$ cat src/rtl/mil_pkg.sv
// Shared MIL-STD-1553 definitions: bit timing, sync limits, line-level
// encoding and the receive FSM state type.
package mil_pkg;

   // 50 MHz system clock, 1 Mbit/s bus.
   localparam int MIL_CLK_PER_BIT = 50;
   localparam int MIL_HALF_BIT    = MIL_CLK_PER_BIT / 2;
   localparam int MIL_SYNC_HALF   = (3 * MIL_CLK_PER_BIT) / 2;

   // Acceptance limits for the two sync halves.
   localparam int MIL_SYNC_MIN    = 60;
   localparam int MIL_SYNC_MAX1   = 115;

   // Half-width of the phase realignment window around mid-bit.
   localparam int MIL_RESYNC_WIN  = 8;

   // 16 data bits followed by one odd-parity bit.
   localparam int MIL_DATA_BITS   = 16;

   // Differential line level as seen after decode.
   localparam logic MIL_LINE_HI = 1'b1;
   localparam logic MIL_LINE_LO = 1'b0;

   typedef struct packed {
      logic vld;
      logic lvl;
   } line_t;

   typedef enum logic [2:0] {
      ST_IDLE,
      ST_SYNC1,
      ST_SYNC2,
      ST_DATA,
      ST_DONE
   } rx_state_t;

   // RXP high / RXN low is a logic one; equal lines carry no level.
   function automatic line_t line_decode(input logic p, input logic n);
      line_t r;
      r.vld = p ^ n;
      r.lvl = (p & ~n) ? MIL_LINE_HI : MIL_LINE_LO;
      return r;
   endfunction

endpackage

$ cat src/rtl/mil_line_sync.sv
// Brings the asynchronous bus pair into the clock domain and reports the
// decoded line level, whether that level is valid, and level transitions.
module mil_line_sync
   import mil_pkg::*;
(
   input  logic clk,
   input  logic rst,
   input  logic rxp,
   input  logic rxn,
   output logic lvl,
   output logic vld,
   output logic edg
);

   logic [1:0] p_sync;
   logic [1:0] n_sync;
   logic       lvl_d;
   logic       vld_d;
   line_t      line_now;

   // Two-flop synchronizers plus one stage of history for edge detection.
   always_ff @(posedge clk) begin
      if (rst) begin
         p_sync <= 2'b00;
         n_sync <= 2'b00;
         lvl_d  <= 1'b0;
         vld_d  <= 1'b0;
      end else begin
         p_sync <= {p_sync[0], rxp};
         n_sync <= {n_sync[0], rxn};
         lvl_d  <= lvl;
         vld_d  <= vld;
      end
   end

   // A transition only counts between two valid levels.
   always_comb begin
      line_now = line_decode(p_sync[1], n_sync[1]);
      lvl      = line_now.lvl;
      vld      = line_now.vld;
      edg      = line_now.vld & vld_d & (line_now.lvl != lvl_d);
   end

endmodule

$ cat src/rtl/mil_rxd.sv
// MIL-STD-1553 Manchester II word receiver: finds command or data sync,
// decodes 16 data bits plus odd parity and strobes each completed word.
module mil_rxd
   import mil_pkg::*;
#(
   parameter int CLK_PER_BIT = MIL_CLK_PER_BIT,
   parameter int SYNC_MIN    = MIL_SYNC_MIN,
   parameter int SYNC_MAX1   = MIL_SYNC_MAX1,
   parameter int RESYNC_WIN  = MIL_RESYNC_WIN
) (
   input  logic        clk,
   input  logic        rst,
   input  logic        RXP,
   input  logic        RXN,
   output logic [15:0] dat,
   output logic        cw_dw,
   output logic        ce_wr,
   output logic        err_par,
   output logic        err_man,
   output logic        busy,
   output logic [4:0]  cb_bit
);

   localparam int PH_W  = $clog2(CLK_PER_BIT);
   localparam int RUN_W = $clog2(SYNC_MAX1 + 1) + 1;

   localparam logic [PH_W-1:0]  PH_LAST   = PH_W'(CLK_PER_BIT - 1);
   localparam logic [PH_W-1:0]  PH_MID    = PH_W'(CLK_PER_BIT / 2);
   localparam logic [PH_W-1:0]  PH_S1     = PH_W'(CLK_PER_BIT / 4);
   localparam logic [PH_W-1:0]  PH_S2     = PH_W'(CLK_PER_BIT / 2 + CLK_PER_BIT / 4);
   localparam logic [PH_W-1:0]  PH_WIN_LO = PH_W'(CLK_PER_BIT / 2 - RESYNC_WIN);
   localparam logic [PH_W-1:0]  PH_WIN_HI = PH_W'(CLK_PER_BIT / 2 + RESYNC_WIN);
   localparam logic [RUN_W-1:0] RUN_ONE   = RUN_W'(1);
   localparam logic [RUN_W-1:0] RUN_MIN   = RUN_W'(SYNC_MIN);
   localparam logic [RUN_W-1:0] RUN_MAX1  = RUN_W'(SYNC_MAX1);
   localparam logic [RUN_W-1:0] RUN_SAT   = '1;
   localparam logic [RUN_W-1:0] RUN_DATA  = RUN_W'((3 * CLK_PER_BIT) / 2 - 1);
   localparam logic [4:0]       PAR_IDX   = 5'(MIL_DATA_BITS);

   rx_state_t        state;
   rx_state_t        state_nx;
   logic             lvl;
   logic             vld;
   logic             edg;
   logic [RUN_W-1:0] run;
   logic [PH_W-1:0]  ph;
   logic [4:0]       cb;
   logic [15:0]      shreg;
   logic             s1;
   logic             s1_vld;
   logic             cw_pend;
   logic             par_ok;
   logic             sync_ok;
   logic             sync2_short;
   logic             at_s2;
   logic             bit_bad;
   logic             in_win;

   mil_line_sync u_line (
      .clk (clk),
      .rst (rst),
      .rxp (RXP),
      .rxn (RXN),
      .lvl (lvl),
      .vld (vld),
      .edg (edg)
   );

   // Decision terms shared by the next-state logic and the datapath.
   always_comb begin
      sync_ok     = edg && (run >= RUN_MIN) && (run <= RUN_MAX1);
      sync2_short = edg && (run < RUN_MIN);
      at_s2       = (ph == PH_S2);
      bit_bad     = !vld || !s1_vld || (lvl == s1);
      in_win      = (ph >= PH_WIN_LO) && (ph <= PH_WIN_HI);
   end

   // FSM state register.
   always_ff @(posedge clk) begin
      if (rst) begin
         state <= ST_IDLE;
      end else begin
         state <= state_nx;
      end
   end

   // Next state: hunt for a sync pair, then walk the 17 bit cells.
   always_comb begin
      state_nx = state;
      unique case (state)
         ST_IDLE: begin
            if (vld) state_nx = ST_SYNC1;
         end
         ST_SYNC1: begin
            if (!vld)         state_nx = ST_IDLE;
            else if (sync_ok) state_nx = ST_SYNC2;
         end
         ST_SYNC2: begin
            if (!vld)                 state_nx = ST_IDLE;
            else if (sync2_short)     state_nx = ST_SYNC1;
            else if (run == RUN_DATA) state_nx = ST_DATA;
         end
         ST_DATA: begin
            if (at_s2) begin
               if (bit_bad)            state_nx = ST_IDLE;
               else if (cb == PAR_IDX) state_nx = ST_DONE;
            end
         end
         ST_DONE: begin
            state_nx = ST_IDLE;
         end
         default: begin
            state_nx = ST_IDLE;
         end
      endcase
   end

   // Outputs decoded from the current state.
   always_comb begin
      ce_wr   = (state == ST_DONE) && par_ok;
      err_par = (state == ST_DONE) && !par_ok;
      busy    = (state == ST_SYNC2) || (state == ST_DATA) || (state == ST_DONE);
      cb_bit  = cb;
   end

   // Run/phase counters, bit sampling, shift register and word results.
   // dat is loaded on the parity sample so it is already valid while the
   // DONE strobe is high.
   always_ff @(posedge clk) begin
      if (rst) begin
         run     <= '0;
         ph      <= '0;
         cb      <= '0;
         shreg   <= '0;
         s1      <= 1'b0;
         s1_vld  <= 1'b0;
         cw_pend <= 1'b0;
         par_ok  <= 1'b0;
         dat     <= '0;
         cw_dw   <= 1'b0;
         err_man <= 1'b0;
      end else begin
         err_man <= 1'b0;
         case (state)
            ST_IDLE: begin
               run <= RUN_ONE;
               cb  <= '0;
            end
            ST_SYNC1: begin
               if (edg) begin
                  run <= RUN_ONE;
                  if (sync_ok) cw_pend <= ~lvl;
               end else if (run != RUN_SAT) begin
                  run <= run + 1'b1;
               end
            end
            ST_SYNC2: begin
               ph <= '0;
               cb <= '0;
               if (sync2_short)         run <= RUN_ONE;
               else if (run != RUN_SAT) run <= run + 1'b1;
            end
            ST_DATA: begin
               if (edg && in_win)      ph <= PH_MID;
               else if (ph == PH_LAST) ph <= '0;
               else                    ph <= ph + 1'b1;
               if (ph == PH_S1) begin
                  s1     <= lvl;
                  s1_vld <= vld;
               end
               if (at_s2) begin
                  if (bit_bad) begin
                     err_man <= 1'b1;
                  end else if (cb == PAR_IDX) begin
                     dat    <= shreg;
                     cw_dw  <= cw_pend;
                     par_ok <= ^{shreg, s1};
                  end else begin
                     shreg <= {shreg[14:0], s1};
                     cb    <= cb + 1'b1;
                  end
               end
            end
            default: begin
               run <= RUN_ONE;
            end
         endcase
      end
   end

endmodule

$ cat config.mk
export PLATFORM = sky130hd
export DESIGN_NAME = mil_rxd
export DESIGN_NICKNAME = d
export VERILOG_FILES = /design/src/rtl/mil_pkg.sv /design/src/rtl/mil_line_sync.sv /design/src/rtl/mil_rxd.sv
export SDC_FILE = /design/constraint.sdc
export NUM_CORES = 1
export LEC_CHECK = 0
export BUFFER_PORTS_ARGS = -buffer_cell sky130_fd_sc_hd__buf_4
export CORE_ASPECT_RATIO = 1.75
export CORE_MARGIN = 5
export CORE_UTILIZATION = 45
export DETAILED_ROUTE_END_ITERATION = 10
export GPL_TIMING_DRIVEN = 0
export PLACE_DENSITY_LB_ADDON = 0.08
export SLEW_MARGIN = 20
export SYNTH_ARGS = -nofsm -noshare
export SYNTH_HDL_FRONTEND = slang
export SYNTH_SLANG_ARGS = --single-unit
$ cat constraint.sdc
create_clock -name clk -period 3.2 [get_ports clk]
set_input_delay 0.32 -clock clk [delete_from_list [all_inputs] [get_ports clk]]
set_output_delay 0.32 -clock clk [all_outputs]
set_load 0.05 [all_outputs]
# [Word level (Yosys, flattened, before mapping)]
# Index checks and enable logic that the tools add are counted.
[word_totals] register_bits=66 in_bits=4 word_cells=102 output_inout_bits=26
[classes] muxes=23 add_sub_neg=3 bitwise=10 n_lt_le_gt_ge=5 n_eq_ne=19 n_reduce_logical=26
[op_table] operator="2-to-1 mux 3 bit" n=9
[op_table] operator="2-to-1 mux 8 bit" n=3
[op_table] operator="one-hot mux 8 bit (3 select lines)" n=1
[op_table] operator="parity 17 bit" n=1
[op_table] operator="2-to-1 mux 5 bit" n=3
[op_table] operator="equality test 6 bit, second input constant" n=2
[op_table] operator="2-to-1 mux 6 bit" n=2
[op_table] operator="one-hot mux 3 bit (4 select lines)" n=1
[op_table] operator="one-hot mux 6 bit (2 select lines)" n=1
[op_table] operator="AND reduction 4 bit" n=3
[op_table] operator="one-hot mux 5 bit (2 select lines)" n=1
[op_table] operator="adder 8 x 1 -> 8 bit, second input constant" n=1
[op_table] operator="equality test 8 x 7 -> 1 bit, second input constant" n=1
[op_table] operator="greater-or-equal comparator 8 x 6 -> 1 bit, second input constant" n=1
[op_table] operator="less-or-equal comparator 8 x 7 -> 1 bit, second input constant" n=1
[op_table] operator="< comparator 8 x 6 -> 1 bit, second input constant" n=1
[op_table] operator="!= test 2 bit, second input constant" n=4
[op_table] operator="!= test 8 bit, second input constant" n=1
[op_table] operator="logical AND 1 bit" n=7
[op_table] operator="adder 6 x 1 -> 6 bit, second input constant" n=1
[op_table] operator="equality test 3 x 2 -> 1 bit, second input constant" n=2
[op_table] operator="equality test 6 x 4 -> 1 bit, second input constant" n=1
[op_table] operator="greater-or-equal comparator 6 x 5 -> 1 bit, second input constant" n=1
[op_table] operator="less-or-equal comparator 6 bit, second input constant" n=1
[op_table] operator="21 further kinds" n=36

# [Logic depth before layout (Yosys ltp)]
[logic_depth] word_depth=10 mapped_depth=10 mapped_depth_nobuf=7

# [By module]
# A second synthesis with hierarchy kept.
[unflattened] cells_unflattened=330 area_unflattened_um2=3125.5
[modules_own_cells] mod="mil_rxd" seq_area_each_um2=1201.2 n_inst=1 cells_each=313 area_per_inst_um2=2932.8
[modules_own_cells] mod="mil_line_sync" seq_area_each_um2=120.1 n_inst=1 cells_each=17 area_per_inst_um2=192.7

# [Worst setup path after synthesis]
# OpenSTA, ideal clock, no wires.
[synth_timing] path_type="register -> register" startpoint="register u_line.n_sync[1]" endpoint="register state[0]" path_stages_with_launch=8 slack_ps=1253 synth_period_minus_slack_ps=1947 path_buffers=0 arrival_ps=1860 cell_sequence="dfxtp_1 > inv_1 > ha_1 > or2b_2 > o41ai_2 > o32ai_1 > or3_1 > o31ai_1"
[synth_between] elab_chain_len=9 elab_cells_between_ends=25 cone_classes="eq/ne: 6; mux: 7; bitwise: 5; reduce/logical: 7"
[synth_rtl] item="from (decl)" line="mil_line_sync.sv:16" source="logic [1:0] n_sync;"
[synth_rtl] item="from (signal assigned)" line="mil_line_sync.sv:30" source="n_sync <= {n_sync[0], rxn};"
[synth_rtl] item="inverter 1 bit" line="mil_pkg.sv:41" source="r.lvl = (p & ~n) ? MIL_LINE_HI : MIL_LINE_LO;"
[synth_rtl] item="AND 1 bit" line="mil_pkg.sv:41"
[synth_rtl] item="2-to-1 mux 1 bit" line="mil_pkg.sv:41"
[synth_rtl] item="!= test 1 bit" line="mil_line_sync.sv:41" source="edg = line_now.vld & vld_d & (line_now.lvl != lvl_d);"
[synth_rtl] item="AND 1 bit" line="mil_line_sync.sv:41"
[synth_rtl] item="logical AND 1 bit (on tied branches)" line="mil_rxd.sv:72, mil_rxd.sv:71"
[synth_rtl] item="2-to-1 mux 3 bit / logical AND 1 bit (equally long branches)" line="mil_rxd.sv:100, mil_rxd.sv:71"
[synth_rtl] item="2-to-1 mux 3 bit / != test 3 bit (equally long branches)"
[synth_rtl] item="one-hot mux 3 bit (4 select lines) / AND reduction 5 bit (equally long branches)"
[synth_rtl] item="to (signal assigned)" line="mil_rxd.sv:83" source="state <= state_nx;"
[synth_rtl] item="to (decl)" line="mil_rxd.sv:40" source="rx_state_t state;"
# Several ways; a longest one is shown, not always the timed one. The select of a mux whose other input is x is not followed.
# A chain may end at the register's enable or synchronous reset.

# [Worst setup path after layout]
# Same ends and word-level chain as after synthesis.

==> results.json <==
{
  "run_status": "completed",
  "r2r.worst_path.cells": 7,
  "number_of_stages_on_the_worst_hold_path": 2,
  "synth_area_mm2": 0.00317,
  "post_synthesis_net_count": 352,
  "clock_insertion_delay_worst_skew_ns": 0.33,
  "core-area_mm2": 0.00686,
  "cts_resized": 0,
  "cts-hold-fix-buffers": 0,
  "synth_warnings": 0,
  "synthesis.instances": 339,
  "syn_avg_cell_area_um2": 9.35,
  "grt_util_all_layers_pct": 16.3,
  "total_iterations_of_the_first_detailed_routing_run": 4,
  "dieArea_mm2": 0.00889,
  "p_leak_nw": 1.70,
  "worst_min_delay_path_endpoint": "u_line.p_sync[0]$_SDFF_PP0_",
  "setup_viol_count_final": 0,
  "drt-total-wl_um": 6800,
  "grt_antenna_before_repair": 0,
  "total_power_mw": 1.74,
  "clock-root-buffer": "sky130_fd_sc_hd__clkbuf_16",
  "placement.io_buffers": 28,
  "worstMarginPinSlew_ns": 0.577,
  "grt_setup_unrepaired": "no",
  "number_of_nets_with_antenna_violations_after_detailed_routing": 0,
  "ys_async_sr_fraction_pct": 0,
  "hpwlAfterDp_um": 5090,
  "vias_per_cell": 5.22,
  "synth_cell_types": 57,
  "grt_pass1_wl_um": 11300,
  "filler_cell_count": 638,
  "yosys_most_used_dff": "sky130_fd_sc_hd__dfxtp_1",
  "timing.fmax_mhz": 472,
  "crit_path_end_kind": "register",
  "critical-path-slowest-cell": "sky130_fd_sc_hd__ha_1",
  "clkTransAtPathRegs_ns": 0.05,
  "htree_num_levels": 3,
  "tritoncts": "built",
  "ys_seq_area_share_pct": 41.7,
  "core.rowCount": 40,
  "p_per_area_mw_per_mm2": 464,
  "holdCritStartpoint": "RXP",
  "area_growth_pct": 18.2,
  "gp_weighted_congestion": 0.816,
  "cp.arrival_ns": 2.36,
  "layout-drive-gt1-share_pct": 15.5,
  "critical_path.startpoint_type": "register",
  "finalNetCount": 391,
  "drv.max_cap_violation_count": 0,
  "yosys_register_bits": 66,
  "route.detailed.wl_per_inst_um": 14.6,
  "cts_made_buffers": 9,
  "grt_pass1_vias": 2404,
  "hold_violations": 0,
  "criticalPathCategory": "reg2reg",
  "fp.dieW_um": 73.4,
  "drt_drc_violations_left": 0,
  "detailedRoute.firstIterationViolations": 87,
  "floorplan.die.height_um": 121,
  "path_cells": "inv_1, ha_1, or2b_2, o41ai_2, o32ai_1, or3_1, o31ai_1",
  "clock_path_buffers": 2,
  "most-common-layout-cells": "sky130_fd_sc_hd__dfxtp_1 (66), sky130_fd_sc_hd__nor2_1 (60), sky130_fd_sc_hd__mux2i_1 (37)",
  "critical_path.max_fanout": 7,
  "initial_utilization_pct": 46.2,
  "hp-class": "in2reg",
  "top_level_i_o_count": 30,
  "critical_path.reg2reg.endpoint": "state[0]$_SDFFE_PP0P_",
  "via_count": 2425,
  "setup_total_negative_slack_ns": 0,
  "max_slew_headroom_pct": 61.5,
  "slew_violations": 0,
  "finalCriticalPeriod_ns": 2.12,
  "finalClockSkew_ns": 0.00356,
  "cts.sink_count": 66,
  "post_cts_buffers": 0,
  "synth-edff-count": 0,
  "insertedDiodeCount": 0,
  "r2r-start": "u_line.n_sync[1]$_SDFF_PP0_",
  "r2r_slack_ns": 1.08,
  "maximum_number_of_pins_on_one_net_before_global_route_repair": 11,
  "fin_crit_sh_pct": 66.3,
  "irDropWorstVdd_uv": 303,
  "globalRouteOverflowTotal": 0,
  "layout.cells.most_common": "sky130_fd_sc_hd__dfxtp_1",
  "worst_ep_required_time_ns": 3.44,
  "crit_path_max_incr_delay_ns": 0.38
}
-- synthesized netlist by cell type (2+ instances only) --
master,number,area share (%)
sky130_fd_sc_hd__a21oi_1,7,1.1
sky130_fd_sc_hd__nand2b_1,5,0.99
sky130_fd_sc_hd__and3_1,2,0.39
sky130_fd_sc_hd__xor2_1,11,3.0
sky130_fd_sc_hd__nor2b_1,6,1.2
sky130_fd_sc_hd__mux2i_1,37,12
sky130_fd_sc_hd__nand4_1,7,1.4
sky130_fd_sc_hd__nand3b_1,5,1.2
sky130_fd_sc_hd__buf_6,4,1.4
sky130_fd_sc_hd__xnor3_1,2,1.4
sky130_fd_sc_hd__a311oi_1,2,0.55
sky130_fd_sc_hd__buf_2,2,0.32
sky130_fd_sc_hd__nand3_1,3,0.47
sky130_fd_sc_hd__a31oi_1,2,0.39
sky130_fd_sc_hd__or3_1,2,0.39
sky130_fd_sc_hd__a211oi_1,4,0.95
sky130_fd_sc_hd__nor4_1,2,0.39
sky130_fd_sc_hd__and2_1,3,0.59
sky130_fd_sc_hd__nor3_1,12,1.9
sky130_fd_sc_hd__nor2_1,60,7.1
sky130_fd_sc_hd__inv_1,13,1.5
sky130_fd_sc_hd__dfxtp_1,66,42
sky130_fd_sc_hd__xnor2_1,9,2.5
sky130_fd_sc_hd__o21ai_0,8,1.3
sky130_fd_sc_hd__ha_1,9,3.6
sky130_fd_sc_hd__clkbuf_1,8,0.95
sky130_fd_sc_hd__nand2_1,18,2.1
-- worst max-delay path, delay by kind of cell (launching register included) --
family | cells | cell delay [ns]
flip-flops | 1 | 0.30
AND/OR/NAND/NOR | 2 | 0.70
buffers and inverters | 1 | 0.04
adder cells (fa/ha/maj) | 1 | 0.38
AO/OA/AOI/OAI | 3 | 0.63
-- area by class of cell --
type | instances | area (um^2) | share of cell area [%]
tap | 84 | 105 | 2.81
sequential | 66 | 1320 | 35.3
inverter | 13 | 48.8 | 1.30
buffer | 16 | 97.6 | 2.61
clock buffer | 11 | 243 | 6.48
multi-input combinational | 244 | 1700 | 45.4
timing repair buffer | 28 | 210 | 5.61
clock inverter | 3 | 17.5 | 0.468
-- power by group --
group	switching, mW	leakage [nW]	internal (mW)	total, mW
sequential	0.00408	0.533	0.828	0.832
combinational	0.0296	1.04	0.0136	0.0432
clock	0.331	0.127	0.533	0.864
-- cells by family (layout without fill, tap and decap cells) --
kind of cell / Yosys count / in the layout / share of synthesized area (%)
compound gates: 34 / 34 / 7.34
xor+xnor: 23 / 23 / 7.46
fa+ha+maj: 9 / 9 / 3.55
buf+inv: 29 / 71 / 4.62
flops: 66 / 66 / 41.7
mux: 38 / 38 / 12.2
simple gates: 140 / 140 / 23.2
-- worst max-delay path by stage --
stage,to,slack [ns],cells past startpoint,from
6_report,state[0]$_SDFFE_PP0P_,1.08,7,u_line.n_sync[1]$_SDFF_PP0_
5_1_grt,state[0]$_SDFFE_PP0P_,0.95,7,u_line.n_sync[1]$_SDFF_PP0_
3_5_place_dp,state[0]$_SDFFE_PP0P_,1.08,7,u_line.n_sync[1]$_SDFF_PP0_
4_1_cts,state[0]$_SDFFE_PP0P_,1.07,7,u_line.n_sync[1]$_SDFF_PP0_
3_3_place_gp,state[0]$_SDFFE_PP0P_,1.08,7,u_line.n_sync[1]$_SDFF_PP0_
2_1_floorplan,state[0]$_SDFFE_PP0P_,1.25,7,u_line.n_sync[1]$_SDFF_PP0_
-- per-layer routing --
metal  vias to the layer above  share of wire (%)  track usage, %
met2                        37                 55            28.8
met1                      1137                 40            17.6
met4                         0                2.2            7.48
li1                       1240                  -               -
met5                         -                  0               0
met3                        11                3.1            4.06
-- sequential cells by signal, indices dropped and copies added, names as in the netlist --
name,count
shreg,16
cb_bit,5
ph,6
state,3
par_ok,1
dat,16
cw_pend,1
cw_dw,1
err_man,1
u_line.lvl_d,1
u_line.n_sync,2
u_line.vld_d,1
u_line.p_sync,2
s1,1
s1_vld,1
run,8
-- per-stage QoR --
| stage | hold WS (ns) | instance area, um^2 | std cells | setup WS [ns] | util, % |
|---|---|---|---|---|---|
| after floorplan | 0.414 | 3170 | 339 | 1.25 | - |
| after global placement | 0.415 | 3480 | 451 | 1.08 | 50.8 |
| after detailed placement | 0.431 | 3480 | 451 | 1.08 | 50.8 |
| after CTS | 0.200 | 3740 | 465 | 1.07 | 54.6 |
| after global routing | 0.208 | 3740 | 465 | 0.950 | 54.6 |
| final | 0.211 | 3740 | 465 | 1.08 | 54.6 |
Power figures use the tool's default switching activity.
